--- src/rtl/instr_encoder_pkg.sv ---
// Shared types, opcodes and field packers for the instruction encoder.
// Kind enumeration order matches the req_kind wire encoding.
package instr_enc_pkg;

    typedef enum logic [3:0] {
        K_LW    = 4'd0,
        K_SW    = 4'd1,
        K_RTYPE = 4'd2,
        K_BEQ   = 4'd3,
        K_ITYPE = 4'd4,
        K_JAL   = 4'd5,
        K_STALL = 4'd6,
        K_FLW   = 4'd7,
        K_FSW   = 4'd8,
        K_FPR   = 4'd9
    } kind_e;

    localparam logic [6:0] OP_LW    = 7'b0000011;
    localparam logic [6:0] OP_FLW   = 7'b0000111;
    localparam logic [6:0] OP_SW    = 7'b0100011;
    localparam logic [6:0] OP_FSW   = 7'b0100111;
    localparam logic [6:0] OP_RTYPE = 7'b0110011;
    localparam logic [6:0] OP_FPR   = 7'b1010011;
    localparam logic [6:0] OP_BEQ   = 7'b1100011;
    localparam logic [6:0] OP_ITYPE = 7'b0010011;
    localparam logic [6:0] OP_JAL   = 7'b1101111;

    localparam logic [2:0] LW_F3  = 3'b010;
    localparam logic [2:0] BEQ_F3 = 3'b000;

    function automatic logic [31:0] enc_i(
        input logic [11:0] imm,
        input logic [4:0]  rs1,
        input logic [2:0]  f3,
        input logic [4:0]  rd,
        input logic [6:0]  op
    );
        return {imm, rs1, f3, rd, op};
    endfunction

    function automatic logic [31:0] enc_s(
        input logic [11:0] imm,
        input logic [4:0]  rs2,
        input logic [4:0]  rs1,
        input logic [2:0]  f3,
        input logic [6:0]  op
    );
        return {imm[11:5], rs2, rs1, f3, imm[4:0], op};
    endfunction

    // off holds imm[12:1]; bit 0 is implicitly zero
    function automatic logic [31:0] enc_b(
        input logic [11:0] off,
        input logic [4:0]  rs2,
        input logic [4:0]  rs1,
        input logic [2:0]  f3,
        input logic [6:0]  op
    );
        return {off[11], off[9:4], rs2, rs1, f3,
                off[3:0], off[10], op};
    endfunction

    // off holds imm[20:1]
    function automatic logic [31:0] enc_j(
        input logic [19:0] off,
        input logic [4:0]  rd,
        input logic [6:0]  op
    );
        return {off[19], off[9:0], off[10], off[18:11], rd, op};
    endfunction

    function automatic logic [31:0] enc_r(
        input logic [6:0] f7,
        input logic [4:0] rs2,
        input logic [4:0] rs1,
        input logic [2:0] f3,
        input logic [4:0] rd,
        input logic [6:0] op
    );
        return {f7, rs2, rs1, f3, rd, op};
    endfunction

endpackage

--- src/rtl/instr_encoder_if.sv ---
// Request and encoded-word handshake bundle for instr_encoder.
// master = requester/consumer side, slave = encoder side.
interface instr_encoder_if #(
    parameter int DEPTH = 4
);
    logic                     req_valid;
    logic                     req_ready;
    logic [3:0]               req_kind;
    logic [4:0]               req_rd;
    logic [4:0]               req_rs1;
    logic [4:0]               req_rs2;
    logic [2:0]               req_funct3;
    logic [6:0]               req_funct7;
    logic [31:0]              req_imm;
    logic [31:0]              instr;
    logic                     instr_valid;
    logic                     instr_ready;
    logic                     err;
    logic [$clog2(DEPTH):0]   level;

    modport master (
        output req_valid, req_kind, req_rd, req_rs1, req_rs2,
        output req_funct3, req_funct7, req_imm, instr_ready,
        input  req_ready, instr, instr_valid, err, level
    );

    modport slave (
        input  req_valid, req_kind, req_rd, req_rs1, req_rs2,
        input  req_funct3, req_funct7, req_imm, instr_ready,
        output req_ready, instr, instr_valid, err, level
    );
endinterface

--- src/rtl/instr_encoder_fifo.sv ---
// Circular output buffer for encoded words; power-of-two DEPTH.
// dout reads zero whenever the buffer is empty.
module instr_fifo #(
    parameter int DEPTH = 4,
    parameter int WIDTH = 32
) (
    input  logic                     clk,
    input  logic                     reset,
    input  logic                     push,
    input  logic [WIDTH-1:0]         din,
    input  logic                     pop,
    output logic [WIDTH-1:0]         dout,
    output logic                     valid,
    output logic                     ready,
    output logic [$clog2(DEPTH):0]   level
);
    localparam int AW = $clog2(DEPTH);
    localparam logic [AW:0] FULL = (AW+1)'(DEPTH);

    logic [WIDTH-1:0] mem [DEPTH];
    logic [AW-1:0]    wr_ptr;
    logic [AW-1:0]    rd_ptr;
    logic [AW:0]      count;
    logic             do_push;
    logic             do_pop;

    assign do_push = push && (count != FULL);
    assign do_pop  = pop && (count != '0);

    always_ff @(posedge clk) begin
        if (reset) begin
            wr_ptr <= '0;
            rd_ptr <= '0;
            count  <= '0;
        end else begin
            if (do_push) wr_ptr <= wr_ptr + 1'b1;
            if (do_pop)  rd_ptr <= rd_ptr + 1'b1;
            case ({do_push, do_pop})
                2'b10:   count <= count + 1'b1;
                2'b01:   count <= count - 1'b1;
                default: count <= count;
            endcase
        end
    end

    always_ff @(posedge clk) begin
        if (do_push) mem[wr_ptr] <= din;
    end

    assign dout  = (count != '0) ? mem[rd_ptr] : '0;
    assign valid = (count != '0);
    assign ready = (count < FULL);
    assign level = count;
endmodule

--- src/rtl/instr_encoder.sv ---
// RV32 instruction encoder with range checking and an output FIFO.
// Define INSTR_ENCODER_FP_EN to enable the FLW/FSW/FPR encodings.
module instr_encoder
    import instr_enc_pkg::*;
#(
    parameter int DEPTH = 4
) (
    input  logic          clk,
    input  logic          reset,
    instr_encoder_if.slave bus
);
    logic [31:0] imm;
    logic [31:0] word;
    logic        legal;
    logic        fit_i;
    logic        fit_b;
    logic        fit_j;
    logic        accept;
    logic        push;
    logic        err_q;

    assign imm = bus.req_imm;

    // a value fits when all bits above the field's sign bit match it
    assign fit_i = (&imm[31:11]) | ~(|imm[31:11]);
    assign fit_b = ((&imm[31:12]) | ~(|imm[31:12])) & ~imm[0];
    assign fit_j = ((&imm[31:20]) | ~(|imm[31:20])) & ~imm[0];

    always_comb begin
        word  = '0;
        legal = 1'b0;
        case (bus.req_kind)
            K_LW: begin
                legal = fit_i;
                word  = enc_i(imm[11:0], bus.req_rs1, LW_F3,
                              bus.req_rd, OP_LW);
            end
            K_ITYPE: begin
                legal = fit_i;
                word  = enc_i(imm[11:0], bus.req_rs1,
                              bus.req_funct3, bus.req_rd, OP_ITYPE);
            end
            K_SW: begin
                legal = fit_i;
                word  = enc_s(imm[11:0], bus.req_rs2, bus.req_rs1,
                              LW_F3, OP_SW);
            end
            K_BEQ: begin
                legal = fit_b;
                word  = enc_b(imm[12:1], bus.req_rs2, bus.req_rs1,
                              BEQ_F3, OP_BEQ);
            end
            K_JAL: begin
                legal = fit_j;
                word  = enc_j(imm[20:1], bus.req_rd, OP_JAL);
            end
            K_RTYPE: begin
                legal = 1'b1;
                word  = enc_r(bus.req_funct7, bus.req_rs2, bus.req_rs1,
                              bus.req_funct3, bus.req_rd, OP_RTYPE);
            end
            K_STALL: begin
                legal = 1'b1;
                word  = '0;
            end
`ifdef INSTR_ENCODER_FP_EN
            K_FLW: begin
                legal = fit_i;
                word  = enc_i(imm[11:0], bus.req_rs1, LW_F3,
                              bus.req_rd, OP_FLW);
            end
            K_FSW: begin
                legal = fit_i;
                word  = enc_s(imm[11:0], bus.req_rs2, bus.req_rs1,
                              LW_F3, OP_FSW);
            end
            K_FPR: begin
                legal = 1'b1;
                word  = enc_r(bus.req_funct7, bus.req_rs2, bus.req_rs1,
                              bus.req_funct3, bus.req_rd, OP_FPR);
            end
`else
`endif
            default: begin
                legal = 1'b0;
                word  = '0;
            end
        endcase
    end

    // a request seen in the reset cycle is dropped, never queued
    assign accept = bus.req_valid & bus.req_ready & ~reset;
    assign push   = accept & legal;

    always_ff @(posedge clk) begin
        if (reset) err_q <= 1'b0;
        else       err_q <= accept & ~legal;
    end

    assign bus.err = err_q;

    instr_fifo #(
        .DEPTH (DEPTH),
        .WIDTH (32)
    ) u_fifo (
        .clk   (clk),
        .reset (reset),
        .push  (push),
        .din   (word),
        .pop   (bus.instr_ready),
        .dout  (bus.instr),
        .valid (bus.instr_valid),
        .ready (bus.req_ready),
        .level (bus.level)
    );
endmodule

--- src/flat_wrapper.sv ---
// flat-port wrapper written by rule: the top's interface ports become plain ports
module instr_encoder_flat import instr_enc_pkg::*;
#(
    parameter int DEPTH = 4
)
  (clk, reset, bus_req_valid, bus_req_kind, bus_req_rd, bus_req_rs1, bus_req_rs2, bus_req_funct3, bus_req_funct7, bus_req_imm, bus_instr_ready, bus_req_ready, bus_instr, bus_instr_valid, bus_err, bus_level);
  instr_encoder_if #(.DEPTH(DEPTH)) bus_i ();
  input  logic clk;
  input  logic reset;
  input wire logic [$bits(bus_i.req_valid)-1:0] bus_req_valid;
  input wire logic [$bits(bus_i.req_kind)-1:0] bus_req_kind;
  input wire logic [$bits(bus_i.req_rd)-1:0] bus_req_rd;
  input wire logic [$bits(bus_i.req_rs1)-1:0] bus_req_rs1;
  input wire logic [$bits(bus_i.req_rs2)-1:0] bus_req_rs2;
  input wire logic [$bits(bus_i.req_funct3)-1:0] bus_req_funct3;
  input wire logic [$bits(bus_i.req_funct7)-1:0] bus_req_funct7;
  input wire logic [$bits(bus_i.req_imm)-1:0] bus_req_imm;
  input wire logic [$bits(bus_i.instr_ready)-1:0] bus_instr_ready;
  output wire logic [$bits(bus_i.req_ready)-1:0] bus_req_ready;
  output wire logic [$bits(bus_i.instr)-1:0] bus_instr;
  output wire logic [$bits(bus_i.instr_valid)-1:0] bus_instr_valid;
  output wire logic [$bits(bus_i.err)-1:0] bus_err;
  output wire logic [$bits(bus_i.level)-1:0] bus_level;
  assign bus_i.req_valid = bus_req_valid;
  assign bus_i.req_kind = bus_req_kind;
  assign bus_i.req_rd = bus_req_rd;
  assign bus_i.req_rs1 = bus_req_rs1;
  assign bus_i.req_rs2 = bus_req_rs2;
  assign bus_i.req_funct3 = bus_req_funct3;
  assign bus_i.req_funct7 = bus_req_funct7;
  assign bus_i.req_imm = bus_req_imm;
  assign bus_i.instr_ready = bus_instr_ready;
  assign bus_req_ready = bus_i.req_ready;
  assign bus_instr = bus_i.instr;
  assign bus_instr_valid = bus_i.instr_valid;
  assign bus_err = bus_i.err;
  assign bus_level = bus_i.level;
  instr_encoder #(.DEPTH(DEPTH)) u_core (.clk(clk), .reset(reset), .bus(bus_i));
endmodule
--- config.mk ---
export PLATFORM = sky130hd
export DESIGN_NAME = instr_encoder_flat
export DESIGN_NICKNAME = d
export VERILOG_FILES = /design/src/rtl/instr_encoder_pkg.sv /design/src/rtl/instr_encoder_if.sv /design/src/rtl/instr_encoder_fifo.sv /design/src/rtl/instr_encoder.sv /design/src/flat_wrapper.sv
export SDC_FILE = /design/constraint.sdc
export NUM_CORES = 1
export LEC_CHECK = 0
export CAP_MARGIN = 40
export CORE_ASPECT_RATIO = 1.4
export CORE_MARGIN = 8
export CORE_UTILIZATION = 63
export DETAILED_ROUTE_END_ITERATION = 16
export DONT_BUFFER_PORTS = 1
export GPL_ROUTABILITY_DRIVEN = 0
export PLACE_DENSITY = 0.8
export SLEW_MARGIN = 40
export SYNTH_ARGS = -nofsm -noshare
export SYNTH_HDL_FRONTEND = slang
export SYNTH_SLANG_ARGS = --single-unit
--- constraint.sdc ---
create_clock -name clk -period 3.1 [get_ports clk]
set_input_delay 0.155 -clock clk [delete_from_list [all_inputs] [get_ports clk]]
set_output_delay 0.155 -clock clk [all_outputs]
set_load 0.01 [all_outputs]
==> key figures, run 1 <==
Power and ir drop
  – Tot Pwr: 4091 uW
  – Power density over cell area: between 600 and 700 mW/mm2
  – Leak: 0.002137 uW
  – VDD IR max: approximately 550 uV

Critical path
  – CP Capture Type: output port
  – Worst EP arrival: about 2.3 ns
  – Worst reg2reg path depth: 9
  – CP Max Fanout: 19
  – Worst flop-to-flop path endpoint: u_core.u_fifo.level[2]$_SDFFE_PP0P_
  – Reg2reg start: u_core.u_fifo.level[2]$_SDFFE_PP0P_
  – Crit path launch type: register
  – Critical Path RT: 2.94 ns
  – R2r setup slk: 0.80 ns
  – Critical path class: register to output port

Global route
  – Global-route wire length before repair: between 15000 and 20000 um
  – Largest net degree at the start of global routing: 32
  – GR Overflow Total: 0
  – Tot GR Track Use: 22.32%
  – Vias in the first global route: between 3000 and 4000
  – Initial antenna violation count: 0

Timing
  – Slew Limit Headroom: between 40 and 50%
  – Period minus WS final: roughly 2.4 ns
  – Final setup viols: 0
  – TNS Setup: 0 ns
  – Worst Tran Pin Value: ~0.85 ns
  – RSZ-0062 raised after global routing: false
  – Fmax: just over 400 MHz
  – Final Skew: 0.006337 ns
  – Final cycle utilization of the critical path: 78.17%
  – Pins Over Slew Limit: 0
  – Final Hold Viols: 0

Placement
  – PortBufs: 0
  – Post-DP HPWL: ~8800 um
  – Dpl cells: ~460

Worst hold path
  – HP Start: bus_req_valid
  – Worst Hold Path EP: u_core.bus.err$_SDFF_PP0_
  – Worst hold-check path type: primary input to register
  – Hold Path Depth: 2

Clock tree
  – Hold Buf Count CTS: 2
  – Worst-path clk slew: about 0.06 ns
  – Clock Tree Buf Depth: 2
  – Root buf cell: clkbuf_16
  – CTS tree: built
  – Post-cts sizing count: 0
  – Clk sinks: between 100 and 150
  – Clk_lat worst skew: roughly 0.42 ns
  – Post-CTS Setup Inserts: 0
  – Clock H-tree levels: 4
  – Inserted Clock Buffers: 17

Floorplanning
  – CORE AREA: between 0.008 and 0.009 mm2
  – Height of the chip: 128.8 um
  – Die Area: between 0.01 and 0.015 mm2
  – Initial Utilization: between 60% and 70%
  – Die width: between 90 and 100 um
  – IO Pins: around 100
  – Rows: 41

Outcome
  – Status: finished clean

Layout
  – FILL cells: approximately 550
  – Share of cells above drive strength 1: about a fifth
  – Fin nets: about 450
  – Diodes inserted: 0
  – Final Non-Filler Cells: about 500
  – Commonest non-fill, non-tap cell in the layout: edfxtp_1
  – Register area: around 0.0038 mm2
  – Commonest non-fill, non-tap cells in the layout: 120 x edfxtp_1, 40 x nor2_1, 32 x and2_1, 30 x mux4_2, 21 x clkbuf_16
  – Area of the multi-input gates: 0.001775 mm2
  – Area growth syn-to-layout: 13.31%

Route
  – WL/cell: around 26 um
  – Drt pass-1 iters: 5
  – Post-Route WL: roughly 13000 um
  – Violation count after the first detailed-route iteration: 250
  – Vias per cell: about 6.7
  – Residual DRC: 0
  – Antenna Nets Post-Route: 0
  – Via count: between 3000 and 4000

Synth
  – FF+latch count, synth: 130
  – Distinct cells, synth: 47
  – Synth Cell Area: 0.005725 mm2
  – Sequential area share after synthesis: about two thirds
  – Synthesized instance count: 367
  – Number of synthesized flops with an enable pin: 120
  – Asr flop ratio synth: 0%
  – Synth top area share: between 60% and 70%
  – Yosys warns: 0
  – Post-Syn Nets: ~440
  – Avg Cell Area, Syn: approximately 16 um2
  – Largest cells by area after synthesis: edfxtp_1 63%, mux4_2 12%, and2_1 3.5%
  – Top_reg_cell synth: edfxtp_1
  – Post-synth top area cell: edfxtp_1

Flow run
  – Max_cap viols: 0
==> state kept, by name, summed over array words and instances, names as in the netlist, named ones only <==
signal,flops
u_core.bus.err,1
u_core.u_fifo.level,3
u_core.u_fifo.mem,120
u_core.u_fifo.rd_ptr,2
u_core.u_fifo.wr_ptr,2
==> worst max-delay path, cell delays in order (launching register included) <==
cell     delay, ns
dfxtp_2       0.76
buf_4         0.30
mux4_2        0.55
and2_1        0.22
==> report_power, final <==
group / total [uW] / switching, uW / internal (uW)
Sequential: 1940 / 12.4 / 1930
Combinational: 205 / 125 / 79.9
Clock: 1950 / 717 / 1230
==> worst max path at each step <==
stage                          startpoint  slack, ns  cells past startpoint                                  end
final                            register       0.68                      3                        bus_instr[20]
after global routing             register       0.53                      3                        bus_instr[20]
after CTS                        register       0.58                      3                        bus_instr[20]
after detailed placement  bus_req_kind[3]       0.49                     12  u_core.u_fifo.level[2]$_SDFFE_PP0P_
after global placement    bus_req_kind[3]       0.61                     12  u_core.u_fifo.level[2]$_SDFFE_PP0P_
after floorplan           bus_req_kind[0]       0.50                      7   u_core.u_fifo.mem[0][10]$_DFFE_PP_
==> per-layer routing <==
layer | part of all wire (%) | track usage [%]
met5 | 0 | 0
met4 | 3.5 | 11.99
met3 | 10 | 9.033
met1 | 36 | 24.73
met2 | 51 | 35.62
==> cell usage after synthesis, drive strengths merged (2+ instances only) <==
cell,count
a21oi,15
a22o,2
a22oi,20
and2,33
and3,6
buf,7
clkbuf,14
dfxtp,10
edfxtp,120
ha,5
inv,11
mux4,30
nand2,7
nand2b,2
nand3,5
nand4,6
nor2,41
nor3,3
nor4,5
o21ai,4
xor2,3
==> kinds of logic after synthesis <==
| family | Yosys count | share of synthesized area [%] |
|---|---|---|
| adders and majority gates | 6 | 1.442 |
| buffers and inverters | 32 | 2.557 |
| DFF | 130 | 66.43 |
| AOI/OAI and AO/OA | 50 | 6.381 |
| and+or+nand+nor | 113 | 10.40 |
| xor gates and xnor gates | 4 | 0.6120 |
| muxes | 32 | 12.17 |
==> area by class of cell <==
type | instances | share of cell area, %
flip-flops and latches | 130 | 58.65
well taps | 107 | 2.064
inverters | 11 | 0.6365
repair buffers | 10 | 1.929
clock inverters | 10 | 1.041
multi-input cells | 205 | 27.37
clock buffers | 22 | 8.312
==> through the flow <==
step	worst slack (ns)	area, um2	util, %	hold WS (ns)
6_report	0.6766	6487	72.68	0.02755
5_1_grt	0.5305	6487	72.68	0.02220
4_1_cts	0.5801	6492	72.74	0.005492
3_5_place_dp	0.4921	5866	65.71	0.2212
3_3_place_gp	0.6087	5866	65.71	0.2205
2_1_floorplan	0.4976	5725	-	0.3898
Note: power is estimated with default switching activity, not from simulation.
==> run 2: changes to the inputs <==
Settings changed: ABC_AREA from default to 1.
Clock period 3.1 ns to 2.4 ns, I/O delays scaled along.
==> run 2 against run 1 <==
Effect of this change:
- non-clock buffer count up 49
- sequential power up 31%
- wire length up 9.4%
- critical endpoint is now bus_instr[3]
==> key figures, run 2 <==
Outcome
  – Status: finished clean

Timing
  – Worst Tran Pin Value: about 0.62 ns
  – Final cycle utilization of the critical path: a little under 90%
  – Final setup viols: 0
  – RSZ-0062 raised after global routing: false
  – Pins Over Slew Limit: 0
  – Slew Limit Headroom: between 50 and 60%
  – TNS Setup: 0 ns
  – Period minus WS final: approximately 2.1 ns
  – Final Hold Viols: 0
  – Final Skew: slightly below 0.005 ns
  – Hold_ws: between 0.03 and 0.04 ns
  – Fmax: around 480 MHz

Critical path
  – CP Max Fanout: 38
  – Critical path class: register to output port
  – Critical Path RT: between 2 and 2.5 ns
  – Worst EP arrival: 1.98 ns
  – Crit path launch type: register
  – CP Capture Type: output port

Clock tree
  – Inserted Clock Buffers: 17
  – Clk sinks: 130
  – Root buf cell: clkbuf_16
  – CTS tree: built
  – Clock H-tree levels: 4
  – Clk_lat worst skew: about 0.41 ns
  – Clock Tree Buf Depth: 2
  – Post-CTS Setup Inserts: 0
  – Post-cts sizing count: 0
  – Worst-path clk slew: 0.05 ns
  – Hold Buf Count CTS: 22

Floorplanning
  – CORE AREA: approximately 0.0090 mm2
  – Die Area: about 0.013 mm2
  – Rows: 41
  – Initial Utilization: 64.79%
  – Die width: between 90 and 100 um
  – IO Pins: 103
  – Height of the chip: roughly 130 um

Placement
  – PortBufs: 0
  – Post-DP HPWL: ~8900 um

Power and ir drop
  – Clock group share of total power: about two fifths
  – VDD IR max: approximately 580 uV
  – P_sw: between 1500 and 2000 uW
  – Sequential share of power: 42.6%
  – Switching Fraction: 26.55%
  – P_int: about 4400 uW
  – Power density over cell area: between 800 and 900 mW/mm2
  – Leak: around 0.0027 uW
  – Gate power share: between 15 and 20%

Route
  – Vias per cell: 5.904
  – Via count: roughly 4400
  – Residual DRC: 0
  – WL/cell: 19.11 um
  – Drt pass-1 iters: 5
  – Violation count after the first detailed-route iteration: 396
  – Antenna Nets Post-Route: 0
  – Post-Route WL: between 10000 and 15000 um

Synth
  – Post-Synth Simple-Gate Area: 16.60%
  – Synth Area in XOR/XNOR: 0%
  – FF+latch count, synth: 130
  – Top_reg_cell synth: edfxtp_1
  – Mux share of post-synthesis cell area: 0%
  – Sequential area share after synthesis: about 65%
  – Synth Cell Area: between 0.005 and 0.006 mm2
  – Most frequent cells after synthesis: 155 x nor2_1, 120 x edfxtp_1, 80 x o21ai_0, 61 x nand2_1, 40 x a21oi_1
  – Cell with the most instances after synthesis: nor2_1
  – Yosys warns: 0
  – Complex-gate fraction of the synthesized area: roughly an eighth
  – Post-synthesis adder-cell area fraction: ~1.4%
  – Synthesized instance count: approximately 580
  – Number of synthesized flops with an enable pin: 120
  – Synth top area share: around three fifths
  – Post-Syn Nets: about 650
  – Asr flop ratio synth: 0%
  – Distinct cells, synth: 29
  – Largest cells by area after synthesis: edfxtp_1 62%, nor2_1 9.9%, o21ai_0 6.8%
  – Avg Cell Area, Syn: 10.16 um2
  – Largest family of logic cells by synthesized area: simple AND/OR/NAND/NOR gates
  – Post-synth top area cell: edfxtp_1

Worst hold path
  – Worst hold-check path type: primary input to register

Layout
  – Area growth syn-to-layout: 19.04%
  – Share of cells above drive strength 1: between 10 and 15%
  – Commonest non-fill, non-tap cells in the layout: 151 x nor2_1, 120 x edfxtp_1, 80 x o21ai_0, 61 x nand2_1, 40 x a21oi_1
  – Commonest non-fill, non-tap cell in the layout: nor2_1
  – Largest register FFs: 120
  – Largest reg by FF count: u_core.u_fifo.mem
  – Final Core Density: between 70% and 80%
  – Fin nets: 700
  – Diodes inserted: 0

Global route
  – Largest net degree at the start of global routing: 39
  – Initial antenna violation count: 0
  – Tot GR Track Use: 22.84%
  – GR Overflow Total: 0
  – Global-route wire length before repair: around 22000 um
  – Vias in the first global route: between 4000 and 5000

Flow run
  – Max_cap viols: 0
==> run 2: changes by cell type in the layout (fill, tap and decap cells not counted), moves of 6 or more <==
cell	before	now
o21ai_0	2	80
dlygate4sd3_1	1	22
mux4_2	30	0
and2_1	32	0
buf_4	4	33
and3_1	6	0
nor2_1	40	151
nand2_1	7	61
a21oi_1	14	40
a22oi_1	20	0
inv_1	11	38
==> run 2: metrics by stage <==
stage / cell area (um2) / total power, uW / worst slack [ns] / cells
finish: 6963 / 5990 / 0.2992 / 747
global placement: 6212 / 3636 / 0.3624 / 695
global route: 6963 / 6217 / 0.1760 / 747
CTS: 6963 / 6023 / 0.2620 / 747
floorplan: 5849 / 3244 / -0.1559 / 576
detailed placement: 6212 / 3669 / 0.2916 / 695
==> run 2: area by class of cell <==
| type | count | area [um2] |
|---|---|---|
| clock buffers | 20 | 436.7 |
| clock inverters | 10 | 93.84 |
| fillers | 548 | 2066 |
| inverters | 42 | 157.7 |
| multi-input cells | 379 | 1788 |
| flip-flops and latches | 130 | 3805 |
| well taps | 107 | 133.9 |
| repair buffers | 59 | 548.0 |
==> run 2: cell families after synthesis <==
logic type	after synthesis
buffers and inverters	67
and+or+nand+nor	237
DFF	130
adders and majority gates	6
AOI/OAI and AO/OA	136
==> run 2: path summary, 6_finish.rpt <==
kind                                        start                                   end  slack (ns)  cells past startpoint
max                                      register                          bus_instr[3]        0.30                      6
min                                 bus_req_rd[0]     u_core.u_fifo.mem[0][7]$_DFFE_PP_        0.03                      2
max reg2reg   u_core.u_fifo.level[2]$_SDFFE_PP0P_   u_core.u_fifo.level[2]$_SDFFE_PP0P_        0.34                     11
min reg2reg  u_core.u_fifo.rd_ptr[1]$_SDFFE_PP0P_  u_core.u_fifo.rd_ptr[1]$_SDFFE_PP0P_        0.47                      2
==> run 2: power groups by stage <==
stage          Sequential (uW)  Clock (uW)  Combinational, uW
6_report                  2550        2330               1110
3_5_place_dp              2590           0               1070
5_1_grt                   2550        2450               1210
4_1_cts                   2550        2360               1120
3_3_place_gp              2590           0               1040
2_1_floorplan             2580           0                663
==> run 2: critical path: stages, from the launching register on <==
cell and delay, ns:
dfxtp_2 0.35, buf_4 0.38, nor2_1 0.09, nor2_1 0.12, o21ai_0 0.14, a21oi_1 0.29, buf_4 0.20
==> run 2: layer usage <==
| metal | global-route usage (%) | share of wire, % | vias to the layer above |
|---|---|---|---|
| met5 | 0 | 0 | - |
| met4 | 10.55 | 2.6 | 0 |
| met3 | 9.043 | 10 | 32 |
| met2 | 40.02 | 50 | 246 |
| met1 | 23.61 | 37 | 2059 |
| li1 | - | - | 2073 |
==> run 3: changes to the inputs <==
Settings changed: CORE_ASPECT_RATIO 1.4 to default.
==> run 3 against run 2 <==
Effect of this change:
- combinational power up 7%
- clock skew shrank 0.00096 ns
- via count up 4.9%
- first-iteration DRC count grew 32%
- critical path type unchanged
- critical endpoint is now bus_instr[17]
- highest routed layer unchanged
==> key figures, run 3 (same netlist as run 2, synthesis figures left out) <==
Outcome
  – Status: finished clean

Global route
  – Tot GR Track Use: approximately 25%
  – Largest net degree at the start of global routing: 37
  – Vias in the first global route: around 4900
  – Global-route wire length before repair: 24380 um
  – GR Overflow Total: 0
  – Initial antenna violation count: 0

Route
  – Violation count after the first detailed-route iteration: between 500 and 600
  – Post-Route WL: around 15000 um
  – Drt pass-1 iters: 5
  – Antenna Nets Post-Route: 0
  – Via count: approximately 4600
  – Residual DRC: 0
  – Vias per cell: around 6.0
  – WL/cell: around 20 um

Placement
  – Post-place instance area: 0.006252 mm2
  – Post-DP HPWL: between 8000 and 9000 um
  – Dpl cells: ~700
  – PortBufs: 0

Timing
  – Final Skew: 0.003963 ns
  – Final setup viols: 0
  – Slew Limit Headroom: between 50% and 60%
  – Worst Tran Pin Value: between 0.6 and 0.7 ns
  – Fmax: 470.9 MHz
  – Final cycle utilization of the critical path: 88.49%
  – Final Hold Viols: 0
  – TNS Setup: 0 ns
  – Hold_ws: 0.02376 ns
  – RSZ-0062 raised after global routing: false
  – Period minus WS final: about 2.1 ns
  – Pins Over Slew Limit: 0

Layout
  – Final Core Density: approximately four fifths
  – Share of cells above drive strength 1: between 10% and 20%
  – Largest register FFs: 120
  – Largest reg by FF count: u_core.u_fifo.mem
  – Commonest non-fill, non-tap cells in the layout: 151 x nor2_1, 120 x edfxtp_1, 80 x o21ai_0, 61 x nand2_1, 43 x dlygate4sd3_1
  – Area growth syn-to-layout: 24.68%
  – FILL cells: between 500 and 600
  – Fin nets: slightly above 700
  – Post-route design area: 0.007293 mm2
  – Commonest non-fill, non-tap cell in the layout: nor2_1
  – Diodes inserted: 0
  – Final Non-Filler Cells: 776

Floorplanning
  – Die Area: around 0.013 mm2
  – IO Pins: 103
  – Die width: roughly 110 um
  – CORE AREA: 0.009109 mm2
  – Rows: 35
  – Initial Utilization: between 60% and 70%
  – Height of the chip: between 100 and 150 um

Clock tree
  – Inserted Clock Buffers: 17
  – CTS tree: built
  – Post-CTS Setup Inserts: 0
  – Clock H-tree levels: 4
  – Clk sinks: 130
  – Root buf cell: clkbuf_8
  – Post-cts sizing count: 0
  – Clock Tree Buf Depth: 2
  – Clk_lat worst skew: between 0.5 and 0.6 ns
  – Worst-path clk slew: ~0.060 ns

Critical path
  – CP Max Fanout: 36
  – Slowest stage delay, CP: about 0.38 ns
  – Crit path launch type: register
  – Critical path cell sequence: buf_4, nor2_1, nor2_1, o21ai_0, a21oi_1, buf_4
  – Critical path class: register to output port
  – Critical Path RT: around 2.3 ns
  – Worst EP arrival: about 2.0 ns
  – Critical path's slowest cell: buf_4
  – CP Capture Type: output port

Power and ir drop
  – Power density over cell area: a little under 900 mW/mm2
  – Clock group share of total power: between 40% and 50%
  – Gate power share: 18.5%
  – P_sw: around 1700 uW
  – Switching Fraction: a little over a quarter
  – Leak: approximately 0.0028 uW
  – VDD IR max: roughly 670 uV
  – Sequential share of power: roughly two fifths
  – P_int: approximately 4700 uW

Worst hold path
  – Worst hold-check path type: primary input to register

Flow run
  – Max_cap viols: 0
## run 3: cell count changes in the layout (fill, tap and decap cells not counted), sizes merged
cell,delta
clkinv,-1
dlygate4sd3,+21
buf,+3
clkbuf,-1
bufinv,+3
## run 3: critical path, delay by kind of cell (launching register included)
kind                   cells  cell delay, ns
AOI/OAI and AO/OA          2            0.37
buffers and inverters      2            0.53
and+or+nand+nor            2            0.24
DFF                        1            0.35
## run 3: area by class of cell
| class | count | area [um2] | share of cell area (%) |
|---|---|---|---|
| Multi-Input combinational cell | 379 | 1788 | 24.52 |
| Clock inverter | 12 | 188.9 | 2.590 |
| Clock buffer | 19 | 421.7 | 5.781 |
| Tap cell | 111 | 138.9 | 1.904 |
| Sequential cell | 130 | 3805 | 52.17 |
| Timing Repair Buffer | 83 | 793.3 | 10.88 |
| Inverter | 42 | 157.7 | 2.162 |
## run 3: layer usage
metal,routed length [um],up-vias,share of wire (%),global-route usage (%)
met4,277,0,1.8,9.442
li1,-,2125,-,-
met3,1391,32,9.2,7.998
met5,0,-,0,0
met2,7831,275,52,44.12
met1,5693,2196,37,27.46
## run 3: power groups by stage
stage                     clock network (uW)  registers, uW  logic (uW)
after floorplan                            0           2580         663
after global routing                    2770           2550        1290
after CTS                               2680           2550        1180
final                                   2670           2550        1190
after detailed placement                   0           2590        1100
after global placement                     0           2590        1060
## run 3: repair_timing
| item | CTS | global route |
|---|---|---|
| hold buffers | 43 | 0 |
| endpoints found under the setup margin | 0 | 0 |
| hold endpoints to repair | 109 | 0 |
## run 3: through the flow
step | setup slack (ns) | total power (uW)
floorplan | -0.1559 | 3244
global placement | 0.3701 | 3655
detailed placement | 0.2908 | 3696
CTS | 0.2663 | 6407
global route | 0.2018 | 6616
finish | 0.2763 | 6402
## run 3: path summary, 6_finish.rpt
path	start	end	slack (ns)	cells after the start
worst max-delay path	register	bus_instr[17]	0.28	6
worst max register to register	u_core.u_fifo.level[2]$_SDFFE_PP0P_	u_core.u_fifo.level[2]$_SDFFE_PP0P_	0.41	11
worst min-delay path	bus_req_imm[18]	u_core.u_fifo.mem[2][18]$_DFFE_PP_	0.02	2
worst min register to register	u_core.u_fifo.rd_ptr[1]$_SDFFE_PP0P_	u_core.u_fifo.rd_ptr[1]$_SDFFE_PP0P_	0.48	2
